**src/rtl/pipe_pkg.sv**
```systemverilog
// Shared definitions for the pipeline stage register: state encoding and default widths.
package pipe_pkg;

    typedef enum logic [1:0] {
        ST_EMPTY = 2'd0,
        ST_ONE   = 2'd1,
        ST_FULL  = 2'd2
    } state_e;

    localparam int DATA_W_DEF = 32;
    localparam int CTRL_W_DEF = 8;

endpackage

```
**src/rtl/pipe_stage_entry.sv**
```systemverilog
// One storage slot of the pipeline stage: control + payload + valid flag.
module pipe_stage_entry
    import pipe_pkg::*;
#(
    parameter int DATA_W = DATA_W_DEF,
    parameter int CTRL_W = CTRL_W_DEF
) (
    input  logic              clk,
    input  logic              reset,
    input  logic              load,
    input  logic              clr,
    input  logic [CTRL_W-1:0] d_ctrl,
    input  logic [DATA_W-1:0] d_data,
    output logic              vld,
    output logic [CTRL_W-1:0] q_ctrl,
    output logic [DATA_W-1:0] q_data
);

    logic              vld_q,  vld_d;
    logic [CTRL_W-1:0] ctrl_q, ctrl_d;
    logic [DATA_W-1:0] data_q, data_d;

    // Clearing only drops the valid flag; the payload keeps its last value.
    always_comb begin
        vld_d  = vld_q;
        ctrl_d = ctrl_q;
        data_d = data_q;
        if (clr) begin
            vld_d = 1'b0;
        end else if (load) begin
            vld_d  = 1'b1;
            ctrl_d = d_ctrl;
            data_d = d_data;
        end
    end

    always_ff @(posedge clk or negedge reset) begin
        if (!reset) begin
            vld_q  <= 1'b0;
            ctrl_q <= '0;
            data_q <= '0;
        end else begin
            vld_q  <= vld_d;
            ctrl_q <= ctrl_d;
            data_q <= data_d;
        end
    end

    assign vld    = vld_q;
    assign q_ctrl = ctrl_q;
    assign q_data = data_q;

endmodule

```
**src/rtl/pipe_stage_reg.sv**
```systemverilog
// Valid/ready pipeline stage register with flush. Define PIPE_STAGE_SKID_EN for the
// two-entry skid version (in_ready registered); otherwise a single entry is used.
module pipe_stage_reg
    import pipe_pkg::*;
#(
    parameter int DATA_W = DATA_W_DEF,
    parameter int CTRL_W = CTRL_W_DEF
) (
    input  logic              clk,
    input  logic              reset,
    input  logic              flush,
    input  logic              in_valid,
    output logic              in_ready,
    input  logic [CTRL_W-1:0] in_ctrl,
    input  logic [DATA_W-1:0] in_data,
    output logic              out_valid,
    input  logic              out_ready,
    output logic [CTRL_W-1:0] out_ctrl,
    output logic [DATA_W-1:0] out_data,
    output logic [1:0]        occupancy
);

    state_e            state_q, state_d;
    logic              init_q,  init_d;
    logic              push, pop;
    logic              ld0, clr0;
    logic              vld0;
    logic [CTRL_W-1:0] ctrl0, ctrl0_in;
    logic [DATA_W-1:0] data0, data0_in;

    assign push   = in_valid & in_ready;
    assign pop    = out_valid & out_ready;
    assign init_d = 1'b1;

    // init_q keeps in_ready low from reset until the first clock edge after release.
    always_ff @(posedge clk or negedge reset) begin
        if (!reset) begin
            state_q <= ST_EMPTY;
            init_q  <= 1'b0;
        end else begin
            state_q <= state_d;
            init_q  <= init_d;
        end
    end

`ifdef PIPE_STAGE_SKID_EN
    logic              ld1, clr1, src_skid;
    logic              vld1;
    logic [CTRL_W-1:0] ctrl1;
    logic [DATA_W-1:0] data1;

    assign in_ready  = init_q && (state_q != ST_FULL);
    assign occupancy = {1'b0, vld0} + {1'b0, vld1};

    always_comb begin
        state_d  = state_q;
        ld0      = 1'b0;
        clr0     = 1'b0;
        ld1      = 1'b0;
        clr1     = 1'b0;
        src_skid = 1'b0;
        if (flush) begin
            state_d = ST_EMPTY;
            clr0    = 1'b1;
            clr1    = 1'b1;
        end else begin
            case (state_q)
                ST_EMPTY: if (push) begin
                    ld0     = 1'b1;
                    state_d = ST_ONE;
                end
                ST_ONE: if (push && pop) begin
                    ld0 = 1'b1;
                end else if (push) begin
                    ld1     = 1'b1;
                    state_d = ST_FULL;
                end else if (pop) begin
                    clr0    = 1'b1;
                    state_d = ST_EMPTY;
                end
                ST_FULL: if (pop) begin
                    ld0      = 1'b1;
                    src_skid = 1'b1;
                    clr1     = 1'b1;
                    state_d  = ST_ONE;
                end
                default: state_d = ST_EMPTY;
            endcase
        end
    end

    assign ctrl0_in = src_skid ? ctrl1 : in_ctrl;
    assign data0_in = src_skid ? data1 : in_data;

    pipe_stage_entry #(.DATA_W(DATA_W), .CTRL_W(CTRL_W)) u_skid (
        .clk    (clk),
        .reset  (reset),
        .load   (ld1),
        .clr    (clr1),
        .d_ctrl (in_ctrl),
        .d_data (in_data),
        .vld    (vld1),
        .q_ctrl (ctrl1),
        .q_data (data1)
    );
`else
    assign in_ready  = init_q && ((state_q == ST_EMPTY) || out_ready);
    assign occupancy = {1'b0, vld0};

    always_comb begin
        state_d = state_q;
        ld0     = 1'b0;
        clr0    = 1'b0;
        if (flush) begin
            state_d = ST_EMPTY;
            clr0    = 1'b1;
        end else begin
            case (state_q)
                ST_EMPTY: if (push) begin
                    ld0     = 1'b1;
                    state_d = ST_ONE;
                end
                ST_ONE: if (push) begin
                    ld0 = 1'b1;
                end else if (pop) begin
                    clr0    = 1'b1;
                    state_d = ST_EMPTY;
                end
                default: state_d = ST_EMPTY;
            endcase
        end
    end

    assign ctrl0_in = in_ctrl;
    assign data0_in = in_data;
`endif

    pipe_stage_entry #(.DATA_W(DATA_W), .CTRL_W(CTRL_W)) u_out (
        .clk    (clk),
        .reset  (reset),
        .load   (ld0),
        .clr    (clr0),
        .d_ctrl (ctrl0_in),
        .d_data (data0_in),
        .vld    (vld0),
        .q_ctrl (ctrl0),
        .q_data (data0)
    );

    // An empty stage presents a NOP on the control bits.
    assign out_valid = vld0;
    assign out_ctrl  = vld0 ? ctrl0 : '0;
    assign out_data  = data0;

endmodule

```
**config.mk**
```make
export PLATFORM = sky130hd
export DESIGN_NAME = pipe_stage_reg
export DESIGN_NICKNAME = d
export VERILOG_FILES = /design/src/rtl/pipe_pkg.sv /design/src/rtl/pipe_stage_entry.sv /design/src/rtl/pipe_stage_reg.sv
export SDC_FILE = /design/constraint.sdc
export NUM_CORES = 1
export LEC_CHECK = 0
export CORE_AREA = 5 5 71 73
export CTS_BUF_LIST = sky130_fd_sc_hd__clkbuf_4 sky130_fd_sc_hd__clkbuf_8 sky130_fd_sc_hd__clkbuf_16
export CTS_CLUSTER_DIAMETER = 60
export DETAILED_ROUTE_END_ITERATION = 16
export DIE_AREA = 0 0 76 78
export HOLD_SLACK_MARGIN = 0.06
export PLACE_DENSITY = 0.82
export SYNTH_ARGS = -nofsm -noshare
export SYNTH_HDL_FRONTEND = slang
export SYNTH_HIERARCHICAL = 1
export SYNTH_SLANG_ARGS = --single-unit
```
**constraint.sdc**
```tcl
create_clock -name clk -period 4.8 [get_ports clk]
set_input_delay 1.44 -clock clk [delete_from_list [all_inputs] [get_ports clk]]
set_output_delay 1.44 -clock clk [all_outputs]
set_load 0.02 [all_outputs]
```
* Yosys cells after proc, flatten, opt, wreduce, memory -nomap -nowiden *
Index checks and enable logic that the tools add are counted.

storage, ports and cells
  output and inout port bits = 44
  input bits = 45
  logic and storage cells = 34
  register bits = 44

operators by class
  bitwise logic cells = 3
  reduce and logical (&&, ||, !) cells = 7
  equality and inequality tests = 4
  mux-type cells = 15

operators by type and width
  cell                  count
  $mux W1               9
  $ne A3 B3 Y1 const B  3
  $mux W2               4
  $mux W8               1
  $pmux W2 S2           1
  $reduce_and A3 Y1     1
  $and A1 B1 Y1         2
  $eq A2 B1 Y1 const B  1
  $logic_not A2 Y1      1
  $reduce_and A2 Y1     1
  $reduce_bool A2 Y1    1
  $reduce_or A2 Y1      1
  $logic_and A1 B1 Y1   1
  $logic_or A1 B1 Y1    1
  $not A1 Y1            1

* Logic depth before layout (Yosys ltp) *
Gate-level depths: netlist of run 1.

  depth in word-level cells = 9
  depth in mapped cells = 5
  gate-level depth less buffers = 4

* Cells and area by module *
The synthesis of run 1 kept the hierarchy.

by module, submodules not included
  module            area each (um^2)  cells each  sequential area each (um^2)  times used
  pipe_stage_entry  1564.0            88          1026.0                       1
  pipe_stage_reg    183.9             23          50.0                         1

* Least setup slack after synthesis of run 1 *
No wires, ideal clock.

  kind = in2out
  start = in out_ready
  end = out in_ready
  arrival = 1825 ps
  setup slack = 1535 ps
  cell stages on the path = 2
  data required time = 3360 ps
  path buffers = 0
  cell sequence = inv_2 a21oi_1

between the ends
  longest elaborated chain between the ends = 2

ends and longest elaborated chain
  what                 RTL line               text
  start: declaration   pipe_stage_reg.sv:17   input logic out_ready,
  $logic_or A1 B1 Y1   pipe_stage_reg.sv:107  assign in_ready = init_q && ((state_q == ST_EMPTY) || out_ready);
  $logic_and A1 B1 Y1  pipe_stage_reg.sv:107
  end: declaration     pipe_stage_reg.sv:13   output logic in_ready,

Every way passes these cells.

* Final worst setup path of run 1 *
Same ends and word-level chain as after synthesis.

==> results of run 1 <==
[metal layers]
| metal | GRT usage [%] | share of wire, % |
|---|---|---|
| met1 | 15.84 | 40 |
| met4 | 5.516 | 1.8 |
| met5 | 0 | 0 |
| met3 | 4.167 | 6.8 |
| met2 | 24.14 | 52 |
[power groups by stage]
| stage | clock [mW] | sequential, mW | combinational (mW) |
|---|---|---|---|
| 6_report | 0.222 | 0.485 | 0.369 |
| 5_1_grt | 0.244 | 0.496 | 0.389 |
| 3_5_place_dp | 0 | 0.493 | 0.374 |
| 4_1_cts | 0.233 | 0.487 | 0.376 |
| 2_1_floorplan | 0 | 0.567 | 0.0931 |
| 3_3_place_gp | 0 | 0.486 | 0.366 |
[through the flow]
step | cell area [um^2] | std cells | hold slack, ns | utilization, %
3_5_place_dp | 2616 | 245 | 0.4896 | 60.93
3_3_place_gp | 2616 | 245 | 0.4812 | 60.93
6_report | 2704 | 252 | 0.5017 | 62.97
4_1_cts | 2704 | 252 | 0.5070 | 62.97
5_1_grt | 2704 | 252 | 0.5105 | 62.97
2_1_floorplan | 1748 | 111 | 0.4720 | -
[area by class of cell]
| cell class | instances | area share, % |
|---|---|---|
| flip-flops and latches | 43 | 39.80 |
| repair buffers | 88 | 32.30 |
| multi-input cells | 59 | 21.84 |
| clock buffers | 6 | 3.054 |
| well taps | 52 | 2.406 |
| inverters | 3 | 0.4165 |
| clock inverters | 1 | 0.1851 |
[cells in the final DEF (no fill, tap or decap), types with 2 or more instances in the layout]
| cell type | n |
|---|---|
| inv_1 | 2 |
| conb_1 | 2 |
| dfrtp_1 | 43 |
| mux2_2 | 37 |
| and2_1 | 8 |
| clkdlybuf4s50_1 | 86 |
| a21oi_1 | 2 |
| clkbuf_8 | 6 |
| nor2_1 | 2 |
| mux2_4 | 3 |
[registers in the layout (all words and copies together), names as in the netlist]
register / flops
u_out/q_data: 32
u_out/q_ctrl: 8
init_q: 1
state_q: 1
u_out/vld: 1
[logic make-up (layout without fill, tap and decap cells)]
family	after synthesis	count (layout)	share of synthesized area, %
other	2	2	0.4297
multiplexers	40	40	26.41
AO/OA/AOI/OAI	5	5	2.648
AND/OR/NAND/NOR	12	12	4.295
buffers and inverters	9	98	4.652
flip-flops	43	43	61.56
[worst min-delay path by stage]
stage / depth (start not counted) / from / slack, ns / end
after floorplan: 1 / u_out/q_ctrl[1]$_DFFE_PN0P_ / 0.47 / u_out/q_ctrl[1]$_DFFE_PN0P_
after global placement: 1 / u_out/q_ctrl[3]$_DFFE_PN0P_ / 0.48 / u_out/q_ctrl[3]$_DFFE_PN0P_
after detailed placement: 1 / u_out/q_ctrl[1]$_DFFE_PN0P_ / 0.49 / u_out/q_ctrl[1]$_DFFE_PN0P_
after CTS: 1 / u_out/q_ctrl[1]$_DFFE_PN0P_ / 0.51 / u_out/q_ctrl[1]$_DFFE_PN0P_
after global routing: 1 / u_out/q_ctrl[3]$_DFFE_PN0P_ / 0.51 / u_out/q_ctrl[3]$_DFFE_PN0P_
final: 1 / u_out/q_ctrl[3]$_DFFE_PN0P_ / 0.50 / u_out/q_ctrl[3]$_DFFE_PN0P_
==> run summary, run 1 <==
Top cell by count, worst path = clkdlybuf4s50_1
Leak Pwr = 1.135 nW
Via count = 1,196
Setup TNS Final = 0 ns
Clk sinks = 43
Unrepaired setup endpoints after global routing = no
Vias in the first global route = 1,295
Slew Viols, Final = 0
Starting density of the core = 40.71%
Critical R2R Capture = u_out/q_data[13]$_DFFE_PN0P_
Initial antenna violation count = 0
FF+latch area = 1076 um^2
Routed Antenna Nets = 0
Multi-input logic area = 590.6 um^2
CP Max Fanout = 3
Worst EP arrival = 2.76 ns
Avg Inst Size Synth = 15.75 um^2
DR pass1 iterations = 3
Final net count = 245
Critical Path Stages = 4
Cell area power density = 398.2 nW/um^2
Status = completed
Worst r2r path cells = 5
Slew HR = 39.22%
Switching share of power = 28.78%
WL/cell = 16.13 um
Min-Delay Path Class = reg2reg
Slowest CP cell = clkdlybuf4s50_1
Cts hold-fix bufs = 0
Syn Inst Count = 111
Total Power = 1.077 mW
Register area share after synthesis = 61.56%
FILL cells = 323
First-pass GRT wire length = 6.644 mm
Die ar. = 5928 um^2
CP delay by family, top = buffers and inverters
Row cnt = 24
Top cells by area, synth = dfrtp_1 (62%), mux2_2 (24%), clkbuf_8 (3.1%)
Max_cap viols = 0
GP Congestion = 0.7368
Postcts setup bufs = 0
Clk root buf = clkbuf_8
Critical path, cell by cell = clkdlybuf4s50_1 -> inv_2 -> a21oi_1 -> clkdlybuf4s50_1
Post-Place Setup Slack = 0.6009 ns
Fin worst setup slack = 0.5968 ns
Fin Clk Skew = 0.003386 ns
Worst reg2reg startpoint = init_q$_DFF_PN0_
Chip height = 78 um
Seq pwr share = 45.1%
Share of cells above drive strength 1 = 27.00%
Clock network power share = 20.6%
Clk Latency, worst-skew pair = 0.28 ns
Final Hold Vio Count = 0
Synth area leader = dfrtp_1
Residual DRC = 0
Share of flip-flops with an asynchronous set or reset = 100.0%
Yosys cell types = 16
CP Class = in2out
Final WL = 4.065 mm
Startpoint types = primary input
Area delta synth->final = 54.69%
Logic pwr share = 34.3%
Setup-failing EPs final = 0
Synth top area share = 61.56%
Top_reg_cell synth = dfrtp_1
Crit path time final = 4.203 ns
Buffers on Ports = 87
Total gr overflow = 0
Final period utilization = 87.57%
Hpwl dp = 3.151 mm
Cell Int Power = 0.7667 mW
Core ar. = 4294 um^2
Register bit total from synthesis = 43
CTS Buf Count = 5
Max clock buf depth = 2
Worst-Margin Slew = 0.9117 ns
Crit. End Element = output port
Synth warn = 6
Worst Setup SP = out_ready
CTS resizes = 0
Syn nets = 156
Synth cell count leaders = dfrtp_1 (43), mux2_2 (37), and2_1 (8)
F_max = 237.9 MHz
Post-synth EDFFs = 0
Drt initial violations = 49
Switching pwr = 0.3099 mW
Vias per cell = 4.746
Peak supply drop = 224.1 uV
Delay of the slowest critical-path stage = 0.61 ns
Worst Path Required = 3.36 ns
Largest net degree at the start of global routing = 44
IO Count = 89
Worst R2R Setup Slack = 2.80 ns
TritonCTS clock tree = built
Most common cell in the netlist = dfrtp_1
Worst-path clk slew = 0.07 ns
H-tree Lvls = 2
Antenna cells = 0
Worst Setup EP = in_ready
Gr usage total = 13.85%
Bufs and invs on worst path = 3
Syn Std Cell Area = 1748 um^2
DIE WIDTH = 76 um
No activity file was read; power rests on OpenSTA's default activity.
==> inputs of run 2 (changes only) <==
CORE_AREA = 5 5 69 71   (was 5 5 71 73)
DIE_AREA = 0 0 74 76   (was 0 0 76 78)
DONT_BUFFER_PORTS = 1   (was default)
GPL_TIMING_DRIVEN = 1   (was default)
PLACE_DENSITY = default   (was 0.82)
==> run summary, run 2 (synthesized netlist as in run 1, its figures left out) <==
Status = completed (unchanged)
Most frequent cells in the layout = dfrtp_1 (43), mux2_2 (37), and2_1 (8) (was clkdlybuf4s50_1 (86), dfrtp_1 (43), mux2_2 (37))
Max clock buf depth = 2 (unchanged)
Leak Pwr = 0.7898 nW (was 1.135 nW)
Buffers on Ports = 0 (was 87)
Setup-failing EPs final = 0 (unchanged)
Fin Clk Skew = 0.002663 ns (was 0.003386 ns)
Bufs and invs on worst path = 1 (was 3)
Routed Antenna Nets = 0 (unchanged)
Fin cells = 163 (was 252)
Slowest CP cell = a21oi_1 (was clkdlybuf4s50_1)
CTS Buf Count = 5 (unchanged)
DR pass1 iterations = 2 (was 3)
Cts hold-fix bufs = 0 (unchanged)
Cell area power density = 484.9 nW/um^2 (was 398.2 nW/um^2)
Final WL = 3.215 mm (was 4.065 mm)
Total gr overflow = 0 (unchanged)
Final Hold Vio Count = 0 (unchanged)
WL/cell = 19.72 um (was 16.13 um)
Clk root buf = clkbuf_8 (unchanged)
Area delta synth->final = 4.080% (was 54.69%)
Postcts setup bufs = 0 (unchanged)
Switching pwr = 0.2703 mW (was 0.3099 mW)
Unrepaired setup endpoints after global routing = no (unchanged)
Startpoint types = primary input (unchanged)
Final net count = 157 (was 245)
Worst R2R Setup Slack = 2.43 ns (was 2.80 ns)
DIE WIDTH = 74 um (was 76 um)
Worst-Margin Slew = 1.086 ns (was 0.9117 ns)
Clock network power share = 23.3% (was 20.6%)
Worst-path clk slew = 0.07 ns (about the same)
First-pass GRT wire length = 5.326 mm (was 6.644 mm)
Row cnt = 24 (unchanged)
Die ar. = 5624 um^2 (was 5928 um^2)
H-tree Lvls = 2 (unchanged)
Vias per cell = 5.313 (was 4.746)
Slew Viols, Final = 0 (unchanged)
Leading cell type in the layout, fill and taps excluded = dfrtp_1 (was clkdlybuf4s50_1)
CP Class = in2out (unchanged)
HP Start = u_out/q_ctrl[7]$_DFFE_PN0P_ (was u_out/q_ctrl[3]$_DFFE_PN0P_)
Core ar. = 4174 um^2 (was 4294 um^2)
Crit. End Element = output port (unchanged)
Initial antenna violation count = 0 (unchanged)
Max_cap viols = 0 (unchanged)
Crit path time final = 3.302 ns (was 4.203 ns)
Critical path, cell by cell = inv_2 -> a21oi_1 (was clkdlybuf4s50_1 -> inv_2 -> a21oi_1 -> clkdlybuf4s50_1)
Seq pwr share = 65.7% (was 45.1%)
Worst reg2reg startpoint = u_out/vld$_DFFE_PN0P_ (was init_q$_DFF_PN0_)
Chip height = 76 um (was 78 um)
Post-layout util = 43.59% (was 62.97%)
Vias in the first global route = 1,051 (was 1,295)
Hpwl dp = 2.415 mm (was 3.151 mm)
Gr usage total = 12.24% (was 13.85%)
CP delay by family, top = compound AO/OA/AOI/OAI gates (was buffers and inverters)
Via count = 866 (was 1,196)
Delay of the slowest critical-path stage = 0.40 ns (was 0.61 ns)
Drt initial violations = 29 (was 49)
Setup TNS Final = 0 ns (unchanged)
Worst Path Required = 3.36 ns (about the same)
Peak supply drop = 234.4 uV (was 224.1 uV)
CP Max Fanout = 3 (unchanged)
CTS resizes = 0 (unchanged)
Worst r2r path cells = 3 (was 5)
Antenna cells = 0 (unchanged)
Min-Delay Path Class = reg2reg (unchanged)
Share of cells above drive strength 1 = 45.95% (was 27.00%)
Worst hold path endpoint = u_out/q_ctrl[7]$_DFFE_PN0P_ (was u_out/q_ctrl[3]$_DFFE_PN0P_)
Clk sinks = 43 (unchanged)
Clk Latency, worst-skew pair = 0.28 ns (about the same)
Logic pwr share = 11.0% (was 34.3%)
Inst Count DP = 157 (was 245)
Slew HR = 27.43% (was 39.22%)
GP Congestion = 0.6025 (was 0.7368)
Cell Int Power = 0.6119 mW (was 0.7667 mW)
Hold Path Depth = 1 (unchanged)
Residual DRC = 0 (unchanged)
Largest net degree at the start of global routing = 44 (unchanged)
F_max = 302.9 MHz (was 237.9 MHz)
Worst EP arrival = 1.86 ns (was 2.76 ns)
Largest register FFs = 32 (unchanged)
Critical R2R Capture = u_out/q_data[5]$_DFFE_PN0P_ (was u_out/q_data[13]$_DFFE_PN0P_)
Final period utilization = 68.79% (was 87.57%)
Starting density of the core = 41.88% (was 40.71%)
Switching share of power = 30.64% (was 28.78%)
IO Count = 89 (unchanged)
TritonCTS clock tree = built (unchanged)
## run 2: changes by cell type in the layout (fill, tap and decap cells not counted)
cell	delta
buf_4	-1
clkbuf_8	-1
buf_2	-1
clkbuf_4	+1
clkdlybuf4s50_1	-86
clkinv_2	-1
## run 2: power by group through the flow
stage	Clock, mW	Sequential [mW]	Combinational (mW)
global route	0.233	0.591	0.106
global placement	0	0.587	0.0928
CTS	0.218	0.584	0.0982
detailed placement	0	0.589	0.0988
finish	0.206	0.580	0.0967
floorplan	0	0.567	0.0931
## run 2: per-layer routing
metal  vias up  wire length (um)  track usage [%]
met5         -                 0                0
met4         0                29            4.348
met3         4               373            6.728
met2        49              1692            20.04
met1       438              1118            13.06
li1        375                 -                -
## run 2: area by class of cell
type,count,area (um^2)
Fill cell,406,2355
Sequential cell,43,1076
Inverter,3,11.26
Clock buffer,6,76.32
Multi-Input combinational cell,59,590.6
Tap cell,52,65.06
## run 2: metrics by stage
| stage | setup WS, ns | area [um^2] | power, mW | hold slack [ns] |
|---|---|---|---|---|
| 3_5_place_dp | 1.371 | 1743 | 0.6876 | 0.4983 |
| 5_1_grt | 1.481 | 1819 | 0.9311 | 0.5396 |
| 6_report | 1.498 | 1819 | 0.8822 | 0.5111 |
| 3_3_place_gp | 1.474 | 1743 | 0.6802 | 0.4846 |
| 2_1_floorplan | 1.535 | 1748 | 0.6605 | 0.4720 |
| 4_1_cts | 1.486 | 1819 | 0.9001 | 0.5149 |
## run 2: worst max path at each step
stage | startpoint | cells past startpoint | endpoint
2_1_floorplan | out_ready | 2 | in_ready
3_3_place_gp | out_ready | 4 | u_out/q_data[26]$_DFFE_PN0P_
3_5_place_dp | out_ready | 4 | u_out/q_data[5]$_DFFE_PN0P_
4_1_cts | out_ready | 2 | in_ready
5_1_grt | out_ready | 2 | in_ready
6_report | out_ready | 2 | in_ready
==> inputs of run 3 (changes only) <==
clock period = 2.7 ns   (was 4.8 ns; I/O delays follow)
==> run summary, run 3 (synthesized netlist as in run 1, its figures left out) <==
Status = completed (unchanged)
Share of cells above drive strength 1 = 46.90% (was 45.95%)
Post-layout util = 44.24% (was 43.59%)
Slew Viols, Final = 0 (unchanged)
Final net count = 159 (was 157)
Final Hold Vio Count = 0 (unchanged)
Area after DPL = 1770 um^2 (was 1743 um^2)
Final period utilization = 81.04%
Chip height = 76 um (unchanged)
Clk root buf = clkbuf_8 (unchanged)
Cell area power density = 850.6 nW/um^2 (was 484.9 nW/um^2)
Leak Pwr = 0.8035 nW (was 0.7898 nW)
Crit path time final = 2.188 ns
Leading cell type in the layout, fill and taps excluded = dfrtp_1 (unchanged)
Clk sinks = 43 (unchanged)
Unrepaired setup endpoints after global routing = no (unchanged)
Row cnt = 24 (unchanged)
Worst Setup SP = u_out/vld$_DFFE_PN0P_ (was out_ready)
Largest register FFs = 32 (unchanged)
Vias per cell = 5.273 (was 5.313)
Final instance area = 1847 um^2 (was 1819 um^2)
Worst r2r path cells = 4 (was 3)
Gr usage total = 12.32% (was 12.24%)
CTS Buf Count = 5 (unchanged)
CP delay by family, top = flip-flops (was compound AO/OA/AOI/OAI gates)
Buffers on Ports = 0 (unchanged)
Cts hold-fix bufs = 0 (unchanged)
TritonCTS clock tree = built (unchanged)
Worst-path clk slew = 0.07 ns (about the same)
Hpwl dp = 2.533 mm (was 2.415 mm)
Delay of the slowest critical-path stage = 0.75 ns (was 0.40 ns)
Total gr overflow = 0 (unchanged)
Drt initial violations = 44 (was 29)
CP Class = reg2out (was in2out)
IO Count = 89 (unchanged)
DR pass1 iterations = 5 (was 2)
Setup-failing EPs final = 0 (unchanged)
Antenna cells = 0 (unchanged)
Worst reg2reg startpoint = u_out/vld$_DFFE_PN0P_ (unchanged)
Hold Slack = 0.2180 ns (was 0.5111 ns)
Worst EP arrival = 1.38 ns (was 1.86 ns)
Critical R2R Capture = u_out/q_data[25]$_DFFE_PN0P_ (was u_out/q_data[5]$_DFFE_PN0P_)
Routed Antenna Nets = 0 (unchanged)
Vias in the first global route = 1,012 (was 1,051)
Min-Delay Path Class = in2async (was reg2reg)
Slowest CP cell = dfrtp_1 (was a21oi_1)
Worst-Margin Slew = 0.6309 ns (was 1.086 ns)
Slew HR = 57.94% (was 27.43%)
Initial antenna violation count = 0 (unchanged)
Die ar. = 5624 um^2 (unchanged)
H-tree Lvls = 2 (unchanged)
Clk Latency, worst-skew pair = 0.28 ns (about the same)
CTS resizes = 0 (unchanged)
Area delta synth->final = 5.655% (was 4.080%)
Largest net degree at the start of global routing = 44 (unchanged)
Bufs and invs on worst path = 0 (was 1)
CP Max Fanout = 13 (was 3)
F_max = 457.0 MHz
Worst R2R Setup Slack = 0.89 ns (was 2.43 ns)
Starting density of the core = 41.88% (unchanged)
Setup TNS Final = 0 ns (unchanged)
Worst Path Required = 1.89 ns (was 3.36 ns)
Most frequent cells in the layout = dfrtp_1 (43), mux2_2 (37), and2_1 (8) (unchanged)
WL/cell = 19.89 um (was 19.72 um)
Residual DRC = 0 (unchanged)
First-pass GRT wire length = 5.230 mm (was 5.326 mm)
GP Congestion = 0.5952 (was 0.6025)
Crit. End Element = output port (unchanged)
Core ar. = 4174 um^2 (unchanged)
Fin Clk Skew = 0.005460 ns (was 0.002663 ns)
Final WL = 3.282 mm (was 3.215 mm)
Peak supply drop = 468.5 uV (was 234.4 uV)
Max_cap viols = 0 (unchanged)
Postcts setup bufs = 0 (unchanged)
Max clock buf depth = 2 (unchanged)
Startpoint types = flip-flop (was primary input)
DIE WIDTH = 74 um (unchanged)
Critical path, cell by cell = and2_1 (was inv_2 -> a21oi_1)
Via count = 870 (was 866)
-- run 3: cell types whose count changed in the layout (fill, tap and decap cells not counted), sizes merged --
cell / change
buf: +2
-- run 3: worst max path at each step --
stage                                    to  slack (ns)  cells past startpoint
2_1_floorplan   u_out/q_ctrl[4]$_DFFE_PN0P_        0.61                      5
3_5_place_dp   u_out/q_data[25]$_DFFE_PN0P_        0.51                      5
5_1_grt                         out_ctrl[1]        0.44                      1
3_3_place_gp   u_out/q_data[25]$_DFFE_PN0P_        0.55                      5
6_report                        out_ctrl[1]        0.51                      1
4_1_cts                         out_ctrl[4]        0.51                      1
-- run 3: where the power goes --
group	switching (mW)	total (mW)	leakage, nW	internal [mW]
registers	0.244	1.03	0.519	0.788
logic	0.0557	0.175	0.244	0.120
clock network	0.182	0.364	0.0406	0.182
-- run 3: cell type report --
type	instances	area [um^2]
multi-input combinational	59	590.6
tap	52	65.06
inverter	3	11.26
sequential	43	1076
fill	393	2327
clock buffer	6	76.32
timing repair buffer	2	27.53
-- run 3: metrics by stage --
step,std cells,setup WS [ns],power [mW]
finish,165,0.5120,1.571
global route,165,0.4420,1.657
CTS,165,0.5062,1.595
detailed placement,159,0.5107,1.227
global placement,159,0.5538,1.212
floorplan,111,0.6106,1.174
-- run 3: routing by layer --
metal  wire (um)  GRT usage, %  share of wire (%)  vias up
met3         412         6.992                 13        2
met4          14         3.804               0.43        0
met2        1791         21.01                 55       49
li1            -             -                  -      380
met5           0             0                  0        -
met1        1063         12.45                 32      439
